===== src/rtl/bnn_acc_if.sv =====
// Data-memory bus between the RISC-V core/memory and the BNN accelerator.
// The accelerator decodes CPU addresses and masters memory while busy.
interface bnn_acc_if;
   logic [31:0] addr_in;
   logic [31:0] data_in;
   logic [31:0] data_mem;
   logic        enable;
   logic [31:0] data_out;
   logic        wenb;
   logic        renb;
   logic [15:2] addr_mem;
   logic [3:0]  webb_out;

   modport master (
      output addr_in, data_in, data_mem,
      input  enable, data_out, wenb, renb, addr_mem, webb_out
   );

   modport slave (
      input  addr_in, data_in, data_mem,
      output enable, data_out, wenb, renb, addr_mem, webb_out
   );
endinterface


===== src/rtl/bnn_acc.sv =====
// BNN accelerator: memory-mapped config, then one XNOR-popcount dot product
// over count 32-bit words, result written back as a 16-bit word.
module bnn_acc #(
   parameter logic [31:0] IN_REG_ADDR   = 32'h0008_0000,
   parameter logic [31:0] W_REG_ADDR    = 32'h000C_0000,
   parameter logic [31:0] CTRL_REG_ADDR = 32'h0010_0000,
   parameter logic [31:0] OUT_REG_ADDR  = 32'h0014_0000
) (
   input  logic     clk,
   input  logic     rst_n,   // active-high despite the name
   bnn_acc_if.slave bus
);
   typedef enum logic [2:0] {IDLE, LD_X, LD_W, MAC, WR, DONE} state_e;

   state_e      state_q, state_d;
   logic [31:0] in_base_q, in_base_d;
   logic [31:0] w_base_q, w_base_d;
   logic [31:0] out_addr_q, out_addr_d;
   logic [31:0] x_q, x_d;
   logic [7:0]  count_q, count_d;
   logic [7:0]  index_q, index_d;
   logic [15:0] acc_q, acc_d;

   function automatic logic [5:0] popcnt(input logic [31:0] v);
      logic [5:0] n;
      n = '0;
      for (int i = 0; i < 32; i++) n = n + {5'b0, v[i]};
      return n;
   endfunction

   logic [31:0] x_addr, w_addr;
   logic [5:0]  match_cnt;
   logic        unused_addr_bits;

   assign x_addr    = in_base_q + {22'b0, index_q, 2'b00};
   assign w_addr    = w_base_q + {22'b0, index_q, 2'b00};
   assign match_cnt = popcnt(~(x_q ^ bus.data_mem));
   assign unused_addr_bits = ^{x_addr[31:16], x_addr[1:0], w_addr[31:16], w_addr[1:0],
                               out_addr_q[31:16], out_addr_q[1:0]};

   always_ff @(posedge clk or posedge rst_n) begin
      if (rst_n) begin
         state_q    <= IDLE;
         in_base_q  <= '0;
         w_base_q   <= '0;
         out_addr_q <= '0;
         x_q        <= '0;
         count_q    <= '0;
         index_q    <= '0;
         acc_q      <= '0;
      end else begin
         state_q    <= state_d;
         in_base_q  <= in_base_d;
         w_base_q   <= w_base_d;
         out_addr_q <= out_addr_d;
         x_q        <= x_d;
         count_q    <= count_d;
         index_q    <= index_d;
         acc_q      <= acc_d;
      end
   end

   always_comb begin
      state_d    = state_q;
      in_base_d  = in_base_q;
      w_base_d   = w_base_q;
      out_addr_d = out_addr_q;
      x_d        = x_q;
      count_d    = count_q;
      index_d    = index_q;
      acc_d      = acc_q;
      case (state_q)
         IDLE: begin
            if (bus.addr_in == IN_REG_ADDR)  in_base_d  = bus.data_in;
            if (bus.addr_in == W_REG_ADDR)   w_base_d   = bus.data_in;
            if (bus.addr_in == OUT_REG_ADDR) out_addr_d = bus.data_in;
            if (bus.addr_in == CTRL_REG_ADDR) begin
               count_d = (bus.data_in[15:8] == 8'd0) ? 8'd1 : bus.data_in[15:8];
               if (bus.data_in[0]) begin
                  acc_d   = '0;
                  index_d = '0;
                  state_d = LD_X;
               end
            end
         end
         LD_X: state_d = LD_W;
         LD_W: begin
            // x read issued in LD_X lands now; w read issued now lands in MAC
            x_d     = bus.data_mem;
            state_d = MAC;
         end
         MAC: begin
            acc_d   = acc_q + {10'b0, match_cnt};
            index_d = index_q + 8'd1;
            state_d = ({1'b0, index_q} + 9'd1 == {1'b0, count_q}) ? WR : LD_X;
         end
         WR:   state_d = DONE;
         DONE: if (bus.addr_in != CTRL_REG_ADDR) state_d = IDLE;
         default: state_d = IDLE;
      endcase
   end

   always_comb begin
      bus.enable   = 1'b0;
      bus.renb     = 1'b0;
      bus.wenb     = 1'b0;
      bus.webb_out = 4'b0000;
      bus.addr_mem = '0;
      bus.data_out = '0;
      case (state_q)
         LD_X: begin
            bus.enable   = 1'b1;
            bus.renb     = 1'b1;
            bus.addr_mem = x_addr[15:2];
         end
         LD_W: begin
            bus.enable   = 1'b1;
            bus.renb     = 1'b1;
            bus.addr_mem = w_addr[15:2];
         end
         MAC: bus.enable = 1'b1;
         WR: begin
            bus.enable   = 1'b1;
            bus.wenb     = 1'b1;
            bus.webb_out = 4'b1111;
            bus.addr_mem = out_addr_q[15:2];
            bus.data_out = {16'b0, acc_q};
         end
         default: ;
      endcase
   end
endmodule


===== src/flat_wrapper.sv =====
// flat-port wrapper written by rule: the top's interface ports become plain ports
module bnn_acc_flat 
#(
   parameter logic [31:0] IN_REG_ADDR   = 32'h0008_0000,
   parameter logic [31:0] W_REG_ADDR    = 32'h000C_0000,
   parameter logic [31:0] CTRL_REG_ADDR = 32'h0010_0000,
   parameter logic [31:0] OUT_REG_ADDR  = 32'h0014_0000
)
  (clk, rst_n, bus_addr_in, bus_data_in, bus_data_mem, bus_enable, bus_data_out, bus_wenb, bus_renb, bus_addr_mem, bus_webb_out);
  bnn_acc_if bus_i ();
  input  logic clk;
  input  logic rst_n;
  input wire logic [$bits(bus_i.addr_in)-1:0] bus_addr_in;
  input wire logic [$bits(bus_i.data_in)-1:0] bus_data_in;
  input wire logic [$bits(bus_i.data_mem)-1:0] bus_data_mem;
  output wire logic [$bits(bus_i.enable)-1:0] bus_enable;
  output wire logic [$bits(bus_i.data_out)-1:0] bus_data_out;
  output wire logic [$bits(bus_i.wenb)-1:0] bus_wenb;
  output wire logic [$bits(bus_i.renb)-1:0] bus_renb;
  output wire logic [$bits(bus_i.addr_mem)-1:0] bus_addr_mem;
  output wire logic [$bits(bus_i.webb_out)-1:0] bus_webb_out;
  assign bus_i.addr_in = bus_addr_in;
  assign bus_i.data_in = bus_data_in;
  assign bus_i.data_mem = bus_data_mem;
  assign bus_enable = bus_i.enable;
  assign bus_data_out = bus_i.data_out;
  assign bus_wenb = bus_i.wenb;
  assign bus_renb = bus_i.renb;
  assign bus_addr_mem = bus_i.addr_mem;
  assign bus_webb_out = bus_i.webb_out;
  bnn_acc #(.IN_REG_ADDR(IN_REG_ADDR), .W_REG_ADDR(W_REG_ADDR), .CTRL_REG_ADDR(CTRL_REG_ADDR), .OUT_REG_ADDR(OUT_REG_ADDR)) u_core (.clk(clk), .rst_n(rst_n), .bus(bus_i));
endmodule

===== config.mk =====
export PLATFORM = sky130hd
export DESIGN_NAME = bnn_acc_flat
export DESIGN_NICKNAME = d
export VERILOG_FILES = /design/src/rtl/bnn_acc_if.sv /design/src/rtl/bnn_acc.sv /design/src/flat_wrapper.sv
export SDC_FILE = /design/constraint.sdc
export NUM_CORES = 1
export LEC_CHECK = 0
export ABC_AREA = 1
export CORE_MARGIN = 2
export CORE_UTILIZATION = 45
export CTS_CLUSTER_SIZE = 30
export DETAILED_ROUTE_END_ITERATION = 8
export PLACE_DENSITY_LB_ADDON = 0.05
export SYNTH_ARGS = -nofsm -noshare
export SYNTH_HDL_FRONTEND = slang
export SYNTH_SLANG_ARGS = --single-unit

===== constraint.sdc =====
create_clock -name clk -period 7.8 [get_ports clk]
set_clock_uncertainty 0.05 [all_clocks]
set_input_delay 1.95 -clock clk [delete_from_list [all_inputs] [get_ports clk]]
set_output_delay 1.95 -clock clk [all_outputs]
set_load 0.05 [all_outputs]

; ---- Word level (Yosys, flattened, before mapping)
; Index checks and enable logic that the tools add are counted.
[op_classes]
div = 0
eq_ne = 14
addsub = 36
mux = 18
n_reduce_logical = 11
bitwise_logic = 2
n_mul = 0
magnitude_cmp = 0
shift = 0
[op_table]
columns = op, count
row1 = $add 6x1->6, 30
row2 = $eq 32x20->1 const B, 2
row3 = $eq 32x21->1 const B, 2
row4 = $mux 16, 3
row5 = $pmux 14 s3, 1
row6 = $add 16x10->16, 2
row7 = $ne 32x21->1 const B, 1
row8 = $not 32->32, 1
row9 = $pmux 16 s2, 1
row10 = $xor 32x32->32, 1
row11 = $mux 8, 3
row12 = $pmux 3 s6, 1
row13 = $add 16x6->16, 1
row14 = $pmux 8 s2, 1
row15 = $mux 3, 4
row16 = $add 8x1->9 const B, 1
row17 = $eq 9x8->1, 1
row18 = $add 8x1->8 const B, 1
row19 = $logic_not 8->1, 1
row20 = $reduce_and 2->1, 4
row21 = $eq 3x2->1 const B, 2
row22 = $eq 3x3->1 const B, 2
row23 = $reduce_and 3->1, 2
row24 = $mux 4, 1
row25 = other kinds (9), 12
[totals]
wordCells = 89
out_inout_bits = 53
latch_bits = 0
mem_bits_ro = 0
regBits = 115
n_memories = 0
ram_bits = 0

; ---- Logic depth before layout (Yosys ltp)
; Gate-level depths: netlist of the first run.
[depth]
word_depth = 35
mapped_depth = 29
ltp_nobuf = 29

; ---- Worst setup path before layout of the first run
; No wires, ideal clock.
[synth_path]
path_kind = input to register
startpoint = in bus_data_mem[0]
endpoint = reg u_core.acc_q[10]
required_time_ns = 7.632
arrival_ns = 7.622
setup_time_ns = 0.118
n_path_buf = 0
stages = 24
slack_ns = 0.010
path_cell_list = xnor2_1 > ha_1 > inv_1 > fa_1 > fa_1 > fa_1 > fa_1 > fa_1 > inv_1 > fa_1 > fa_1 > inv_1 > fa_1 > fa_1 > inv_1 > nand3_1 > nand2_1 > nand3_1 > nand2_1 > nand3_1 > nor2_1 > nand2_1 > nand3_1 > nand2_1
[synth_via]
elab_chain_cells = 35
[synth_rtl]
columns = item, line_no
row1 = "start, declared", flat_wrapper.sv:15  ; input wire logic [$bits(bus_i.data_mem)-1:0] bus_data_mem;
row2 = $xor 32x32->32, bnn_acc.sv:37  ; assign match_cnt = popcnt(~(x_q ^ bus.data_mem));
row3 = $not 32->32, bnn_acc.sv:37
row4 = $add 1x1->2, bnn_acc.sv:27  ; for (int i = 0; i < 32; i++) n = n + {5'b0, v[i]};
row5 = $add 6x1->6 (30 in a row), bnn_acc.sv:27
row6 = $add 16x6->16, bnn_acc.sv:93  ; acc_d = acc_q + {10'b0, match_cnt};
row7 = $pmux 16 s2, bnn_acc.sv:72  ; case (state_q)
row8 = "end signal, assigned", bnn_acc.sv:50  ; acc_q <= '0;
row9 = "end signal, assigned", bnn_acc.sv:59  ; acc_q <= acc_d;
row10 = "end, declared", bnn_acc.sv:22  ; logic [15:0] acc_q, acc_d;
; No other way between the ends.
; A chain may end at the register's enable or synchronous reset.

; ---- Worst setup path in the final report of the first run
[layout_path]
startpoint = in bus_data_mem[0]
endpoint = reg u_core.acc_q[6]
; Same word-level chain as after synthesis.

==> reports/qor.txt, run 1 <==
Rows - 47
DRC - 0
count leader, synth - nand2_1
Net Sw Frac - 42.1%
IO buf count - 117
routability cong. - 0.836
Max Clock Freq - 133 MHz
slowest CP cell - fa_1
final hold vios - 0
post-synth cell types - 39
Placed Instances - 1310
list of most frequent post-synthesis cells - nand2_1 (279), inv_1 (140), dfrtp_1 (109)
Die H - 133 um
sw power - 1250 uW
Power Density - 318 nW/um^2
leakage power - 0.00485 uW
final net count - 1251
Pins Over Slew Limit - 0
Final Non-Filler Cells - 1326
Synth area leader - dfrtp_1
Post-synth EDFFs - 0
Final Util - 56.5%
setup TNS - 0 ns
vias in the first global route - 5992
peak supply drop - 418 uV
Post-DRT Antenna Nets - 0
initial drt markers - 347
total wire length - 17.7 mm
largest family of logic cells by synthesized area - simple AND/OR/NAND/NOR gates
Synth Area in Simple Gates - 27.8%
TritonCTS clock tree - done
sequential share of power - 19.8%
internal power - 1720 uW
initial antenna violation count - 0
Adder-Cell Fraction of Synth Area - 11.1%
worst-path fanout max - 4
Tightest Pin Transition - 1.06 ns
relative slew slack - 29.1%
delay-heaviest family, CP - adder cells
Initial Util - 45.6%
die width - 133 um
HPWL Detailed - 13.0 mm
mux share of post-synthesis cell area - 0%
Filler Cell Count - 1570
Synth Area in Compound Gates - 9.28%
H-tree level count - 3
Worst EP required - 7.96 ns
Sequential Area - 2730 um^2
PnR worst setup slack - 0.294 ns
critical path startpoint category - input pin
pin count of the biggest net entering global routing - 74
root buffer cell - clkbuf_16
ANT cells - 0
crit end category - flip-flop
CP Buf/Inv Count - 6
FFs w/ async S/R, synth - 100%
Max Cap Viol - 0
status - completed
Critical Path Most Common Cell - fa_1
Most used DFF post-synth - dfrtp_1
pre-CTS WS - -0.730 ns
Logic pwr share - 64.7%
total gr overflow - 0
sequential fraction of the synthesis area - 36.3%
CTS Buffer Depth - 2
Synth Area per Inst - 7.60 um^2
GR Util All Layers - 20.6%
max incr delay on CP - 0.52 ns
clock share of power - 15.4%
num ports - 151
worst-path cell chain - buf_2 > xnor2_2 > ha_1 > inv_2 > fa_1 > fa_1 > fa_1 > fa_1 > fa_1 > inv_1 > fa_1 > fa_2 > inv_1 > fa_2 > fa_1 > inv_1 > nand3_1 > nand2_1 > nand3_1 > nand2_2 > buf_4 > xor2_1 > o21ai_0
die area - 17700 um^2
Syn Inst Count - 988
clock-pin slew on the worst setup and hold paths - 0.08 ns
xor/xnor share of the synthesized area - 4.31%
first-pass GRT wire length - 29.2 mm
core area - 16500 um^2
crit path kind - input pin to flip-flop
final worst path period share - 96.2%
Synth top area share - 36.3%
drt wl/cell - 13.3 um
First-pass DRT Iterations - 7
worst skew pair latency - 0.36 ns
HP Class - flip-flop to flip-flop
layout cells sized above 1 - 10.1%
mapped cell area - 7510 um^2
post-synthesis register bit count - 109
vias - 6301
synthesis-to-finish area growth - 23.7%
Vias/cell - 4.75
area of the multi-input gates - 4130 um^2
largest cells by area after synthesis - dfrtp_1 (36%), nand2_1 (14%), inv_1 (7.0%), fa_1 (6.9%), nand3_1 (5.5%)
Final setup viols - 0
Tmin final - 7.51 ns
CTS Buf Count - 9
clk sinks - 109
Arr. time, crit path - 7.67 ns
synth warn - 0
[per-stage QoR]
step                      area [um^2]  hold WS (ns)  power (uW)
final                            9300         0.438        2960
after detailed placement         8850         0.423        2320
after global routing             9300         0.467        3240
after global placement           8850         0.416        2290
after CTS                        9140         0.442        2820
after floorplan                  7570         0.403        1720
[layer usage]
metal / vias up / routed length (um) / global-route usage [%]
met5: - / 0 / 0
met4: 0 / 121 / 3.55
met3: 7 / 601 / 3.69
met2: 113 / 8150 / 32.9
met1: 2900 / 8820 / 29.8
li1: 3281 / - / -
[final timing paths]
check	from	endpoint	slack (ns)	cells past startpoint
worst max-delay path	bus_data_mem[0]	u_core.acc_q[6]	0.29	23
worst min-delay path	u_core.out_addr_q[6]	u_core.out_addr_q[6]	0.44	2
worst max register to register	u_core.x_q[0]	u_core.acc_q[6]	1.62	22
worst min register to register	u_core.out_addr_q[6]	u_core.out_addr_q[6]	0.44	2
max in group asynchronous	rst_n	u_core.index_q[4]	4.47	3
min in group asynchronous	rst_n	u_core.x_q[13]	1.92	2
[repair_timing]
action / CTS / global route
setup endpoints to repair: 14 / 13
hold buffers: 0 / 0
hold endpoints to repair: 0 / 0
gates resized for setup: 6 / 42
setup buffers: 0 / 1
pin swaps: 10 / 28
[cell type report]
type,instances,share of cell area (%)
clock buffers,9,2.42
multi-input cells,702,44.5
inverters,145,5.88
well taps,220,2.96
flip-flops and latches,109,29.3
repair buffers,135,14.4
clock inverters,6,0.579
[cell families (layout without fill, tap and decap cells)]
group                      Yosys count  count (layout)
xor gates and xnor gates            37              37
AOI/OAI and AO/OA                  110             110
and+or+nand+nor                    488             488
adders and majority gates           51              51
DFF                                109             109
buffers and inverters              192             295
other                                1              16
[cells in the final DEF, fill, tap and decap left out, drive strengths merged, types with 2 or more instances in the layout]
master | netlist | layout
nand2 | 281 | 281
inv | 145 | 149
dfrtp | 109 | 109
clkdlybuf4s50 | 0 | 101
nor2 | 89 | 89
nand3 | 82 | 82
o21ai | 56 | 56
a21oi | 44 | 44
fa | 26 | 26
ha | 25 | 25
xor2 | 20 | 20
buf | 34 | 19
xnor2 | 17 | 17
conb | 1 | 16
dlymetal6s2s | 0 | 14
nand4 | 14 | 14
clkbuf | 13 | 10
nor3 | 8 | 8
or2 | 8 | 8
nand3b | 3 | 3
nor4 | 3 | 3
o21bai | 2 | 2
a22o | 2 | 2
a32o | 2 | 2
clkinv | 0 | 2
[power groups by stage]
stage               Clock [uW]  Combinational (uW)  Sequential (uW)
finish                     457                1920              587
global route               491                2160              588
CTS                        472                1760              587
detailed placement           0                1720              598
global placement             0                1700              598
floorplan                    0                1120              596
[registers in the layout, summed over array words and instances, names as in the netlist]
signal / flops
u_core.x_q: 32
u_core.acc_q: 16
u_core.in_base_q: 14
u_core.out_addr_q: 14
u_core.w_base_q: 14
u_core.count_q: 8
u_core.index_q: 8
u_core.state_q: 3
[worst min-delay path, stage by stage (launching register included)]
cell and delay, ns:
dfrtp_1 0.35, nand2_1 0.05, o21ai_0 0.06
Note: power is estimated with default switching activity, not from simulation.
==> inputs of run 2 (changes only) <==
--- a/config.mk
+++ b/config.mk
@@ -9,3 +9,3 @@
 export CORE_MARGIN = 2
-export CORE_UTILIZATION = 45
+export CORE_UTILIZATION = 53
 export CTS_CLUSTER_SIZE = 30
--- a/constraint.sdc
+++ b/constraint.sdc
@@ -4,2 +4,2 @@
 set_output_delay 1.95 -clock clk [all_outputs]
-set_load 0.05 [all_outputs]
+set_load 0.1 [all_outputs]
==> reports/qor.txt, run 2 (same netlist as run 1, synthesis figures left out) <==
status - completed
first-pass GRT wire length - 27.8 mm
final worst path period share - 99.4%
leakage power - 0.00487 uW
initial drt markers - 406
crit end category - flip-flop
core area - 13900 um^2
synthesis-to-finish area growth - 24.5%
Arr. time, crit path - 7.92 ns
Placed Instances - 1270
final hold vios - 0
Tightest Pin Transition - 1.03 ns
commonest non-fill, non-tap cell in the layout - nand2_1
Die H - 123 um
Worst R2R Setup Slack - 1.32 ns
num ports - 151
CTS Buf Count - 9
worst skew pair latency - 0.37 ns
Pins Over Slew Limit - 0
largest registers - u_core.x_q x32, u_core.acc_q x16
Biggest register - u_core.x_q
area of the multi-input gates - 4170 um^2
Tmin final - 7.75 ns
DP Area - 8800 um^2
DRC - 0
HPWL Detailed - 12.5 mm
Worst EP required - 7.98 ns
number of flip-flops in the largest register - 32
CTS Buffer Depth - 2
ANT cells - 0
post-route cell area - 9360 um^2
HP Class - flip-flop to flip-flop
final net count - 1254
Power Density - 332 nW/um^2
H-tree level count - 3
RSZ-0062 raised after global routing - yes
Vias/cell - 4.97
root buffer cell - clkbuf_16
Initial Util - 54.1%
PnR worst setup slack - 0.0502 ns
drt wl/cell - 13.3 um
GR Util All Layers - 23.5%
layout cells sized above 1 - 11.4%
Final setup viols - 0
TritonCTS clock tree - done
crit path kind - input pin to flip-flop
vias in the first global route - 5929
Max Cap Viol - 0
total gr overflow - 0
IO buf count - 117
initial antenna violation count - 0
worst hold slack - 0.445 ns
pre-CTS WS - -0.863 ns
clk sinks - 109
Max Clock Freq - 129 MHz
pin count of the biggest net entering global routing - 59
peak supply drop - 341 uV
Post-DRT Antenna Nets - 0
Sequential Area - 2730 um^2
die width - 123 um
worst-path fanout max - 7
vias - 6411
Filler Cell Count - 1225
Rows - 43
die area - 15100 um^2
relative slew slack - 31.0%
routability cong. - 0.859
First-pass DRT Iterations - 6
total wire length - 17.1 mm
most frequent cells in the layout - nand2_1 (273), inv_1 (136), dfrtp_1 (109)
clock-pin slew on the worst setup and hold paths - 0.08 ns
critical path startpoint category - input pin
cts hold-fix bufs - 0
Final Non-Filler Cells - 1290
==> run 2: report_power, final <==
part | internal (uW) | switching [uW] | leakage [uW] | total [uW]
sequential | 578 | 9.44 | 0.00115 | 588
combinational | 908 | 1130 | 0.00356 | 2040
clock | 233 | 248 | 0.000153 | 482
==> run 2: metal layers <==
layer	part of all wire, %	vias to the layer above	GRT usage, %
li1	-	3289	-
met1	46	2963	32.6
met2	48	143	38.4
met3	4.9	16	4.52
met4	1.1	0	5.04
met5	0	-	0
==> run 2: final timing paths <==
check,cells past startpoint,to,startpoint
max in group asynchronous,3,u_core.w_base_q[12],rst_n
worst min-delay path,2,u_core.out_addr_q[8],u_core.out_addr_q[8]
worst max register to register,22,u_core.acc_q[7],u_core.x_q[0]
worst max-delay path,23,u_core.acc_q[7],bus_data_mem[1]
worst min register to register,2,u_core.out_addr_q[8],u_core.out_addr_q[8]
min in group asynchronous,2,u_core.acc_q[5],rst_n
==> run 2: through the flow <==
stage,power [uW],util (%),setup TNS [ns]
detailed placement,2340,63.4,-9.42
global placement,2310,63.4,-8.32
CTS,2940,66.0,0
floorplan,1810,-,0
global route,3370,67.4,-1.37
finish,3110,67.4,0
==> run 2: final cells by class <==
type	count	share of cell area, %
Sequential cell	109	29.2
Clock inverter	7	0.950
Timing Repair Buffer	138	14.7
Multi-Input combinational cell	702	44.5
Inverter	145	5.84
Tap cell	180	2.41
Clock buffer	9	2.41
==> run 2: worst max-delay path, cell delays in order <==
cell and delay (ns):
buf_6 0.10, xnor2_1 0.11, ha_1 0.31, inv_2 0.04, fa_1 0.48, fa_1 0.52
fa_1 0.52, fa_1 0.53, fa_1 0.58, inv_2 0.04, fa_1 0.57, fa_2 0.24
inv_2 0.05, fa_2 0.36, o221ai_2 0.20, xor2_1 0.21, ha_1 0.31, a21oi_2 0.19
nor2_2 0.07, a21oi_2 0.14, nand2_2 0.14, xor2_1 0.19, o21ai_1 0.08
==> run 2: what timing repair did <==
item,4_1_cts,5_1_grt
resized for setup,11,51
gates cloned,0,0
endpoints found under the setup margin,13,12
buffers inserted,2,2
pin swaps,11,34
==> inputs of run 3 (changes only) <==
- SETUP_SLACK_MARGIN: unset -> 0.4
==> reports/qor.txt, run 3 (same netlist as run 1, synthesis figures left out) <==
status - completed
RSZ-0062 raised after global routing - yes
vias in the first global route - 5986
worst-path fanout max - 7
Vias/cell - 5.01
die width - 123 um
pin count of the biggest net entering global routing - 64
DP Area - 8850 um^2
First-pass DRT Iterations - 5
TritonCTS clock tree - done
root buffer cell - clkbuf_16
vias - 6495
Max Cap Viol - 0
Top Metal Used - met4
Filler Cell Count - 1202
HPWL Detailed - 12.4 mm
initial antenna violation count - 0
largest registers - u_core.x_q x32, u_core.acc_q x16
Post-DRT Antenna Nets - 0
Die H - 123 um
Max Clock Freq - 135 MHz
relative slew slack - 31.5%
final net count - 1260
clk sinks - 109
Initial Util - 54.1%
CTS Buffer Depth - 2
layout cells sized above 1 - 13.7%
met1 WL - 8.05 mm
Worst EP required - 7.97 ns
die area - 15100 um^2
Met2 Wirelength - 8.39 mm
most frequent cells in the layout - nand2_1 (271), inv_1 (135), dfrtp_1 (109)
Pins Over Slew Limit - 0
commonest non-fill, non-tap cell in the layout - nand2_1
worst skew pair latency - 0.36 ns
final hold vios - 0
number of flip-flops in the largest register - 32
Reg2Reg Depth - 22
clock-pin slew on the worst setup and hold paths - 0.08 ns
GR Util All Layers - 24.0%
DRC - 0
H-tree level count - 3
routability cong. - 0.854
total wire length - 17.4 mm
Final Util - 67.9%
crit path kind - input pin to flip-flop
metal3 WL - 821 um
critical path startpoint category - input pin
drt wl/cell - 13.4 um
synthesis-to-finish area growth - 25.4%
core area - 13900 um^2
num ports - 151
final worst path period share - 95.2%
Biggest register - u_core.x_q
Final setup viols - 0
Arr. time, crit path - 7.60 ns
leakage power - 0.00481 uW
peak supply drop - 395 uV
Tmin final - 7.43 ns
hold path cells - 2
Power Density - 356 nW/um^2
post-route cell area - 9420 um^2
Sequential Area - 2730 um^2
area of the multi-input gates - 4260 um^2
ANT cells - 0
HP Class - flip-flop to flip-flop
initial drt markers - 363
IO buf count - 117
Rows - 43
total gr overflow - 0
CTS Buf Count - 9
Tightest Pin Transition - 1.02 ns
first-pass GRT wire length - 28.5 mm
crit end category - flip-flop
run 3: cell count changes in the layout (fill, tap and decap cells not counted), sizes merged, moves of 3 or more:
cell	change
buf	+6
dlymetal6s2s	-14
dlygate4sd2	+4
clkbuf	+8
clkdlybuf4s15	+3
run 3: area by class of cell:
cell class              count  area share, %
multi-input cells         702           45.2
flip-flops and latches    109           28.9
repair buffers            144           14.3
inverters                 145           5.80
clock buffers              10           2.54
well taps                 180           2.39
clock inverters             6          0.810
run 3: layer usage:
metal  global-route usage (%)  vias up
met5                        0        -
met4                     4.97        0
met3                     4.61       14
met2                     39.6      153
met1                     33.2     3028
li1                         -     3300
run 3: path summary, 6_finish.rpt:
| kind | to | from | slack [ns] |
|---|---|---|---|
| worst min-delay path | u_core.out_addr_q[3] | u_core.out_addr_q[3] | 0.44 |
| worst max-delay path | u_core.acc_q[7] | bus_data_mem[0] | 0.37 |
| worst min register to register | u_core.out_addr_q[3] | u_core.out_addr_q[3] | 0.44 |
| worst max register to register | u_core.acc_q[7] | u_core.x_q[1] | 1.63 |
| min in group asynchronous | u_core.acc_q[13] | rst_n | 1.95 |
| max in group asynchronous | u_core.w_base_q[13] | rst_n | 4.51 |
run 3: report_power, final:
| part | internal [uW] | switching (uW) | total (uW) |
|---|---|---|---|
| clock | 264 | 229 | 493 |
| sequential | 578 | 9.72 | 588 |
| combinational | 1060 | 1210 | 2270 |
| total | 1900 | 1450 | 3350 |
run 3: timing repair:
item                                    in CTS  in global routing
setup buffers                                2                  5
endpoints found under the setup margin      13                 14
gates resized for setup                     35                 58
hold buffers                                 0                  0
pin swaps                                   37                 44
cloned                                       0                  0
run 3: metrics by stage:
stage               TNS [ns]  total power [uW]  setup slack [ns]  hold slack [ns]  std cells
floorplan                  0              1850             0.398            0.403       1003
global placement       -3.54              2380            -0.363            0.416       1273
detailed placement     -4.24              2410            -0.433            0.423       1273
CTS                        0              2990             0.188            0.443       1291
global route               0              3620             0.191            0.461       1296
finish                     0              3350             0.373            0.439       1296
run 3: worst max-delay path, stage by stage:
cell      delay, ns
buf_8          0.10
xnor2_2        0.12
ha_1           0.29
inv_2          0.04
fa_1           0.52
fa_1           0.44
fa_1           0.53
fa_1           0.44
fa_1           0.54
inv_1          0.05
fa_1           0.51
fa_2           0.22
inv_2          0.04
fa_2           0.36
o221ai_2       0.17
xor2_1         0.21
ha_1           0.31
a21oi_2        0.17
nor2_1         0.06
a21oi_1        0.14
nand2_2        0.14
xor2_1         0.16
o21ai_1        0.07
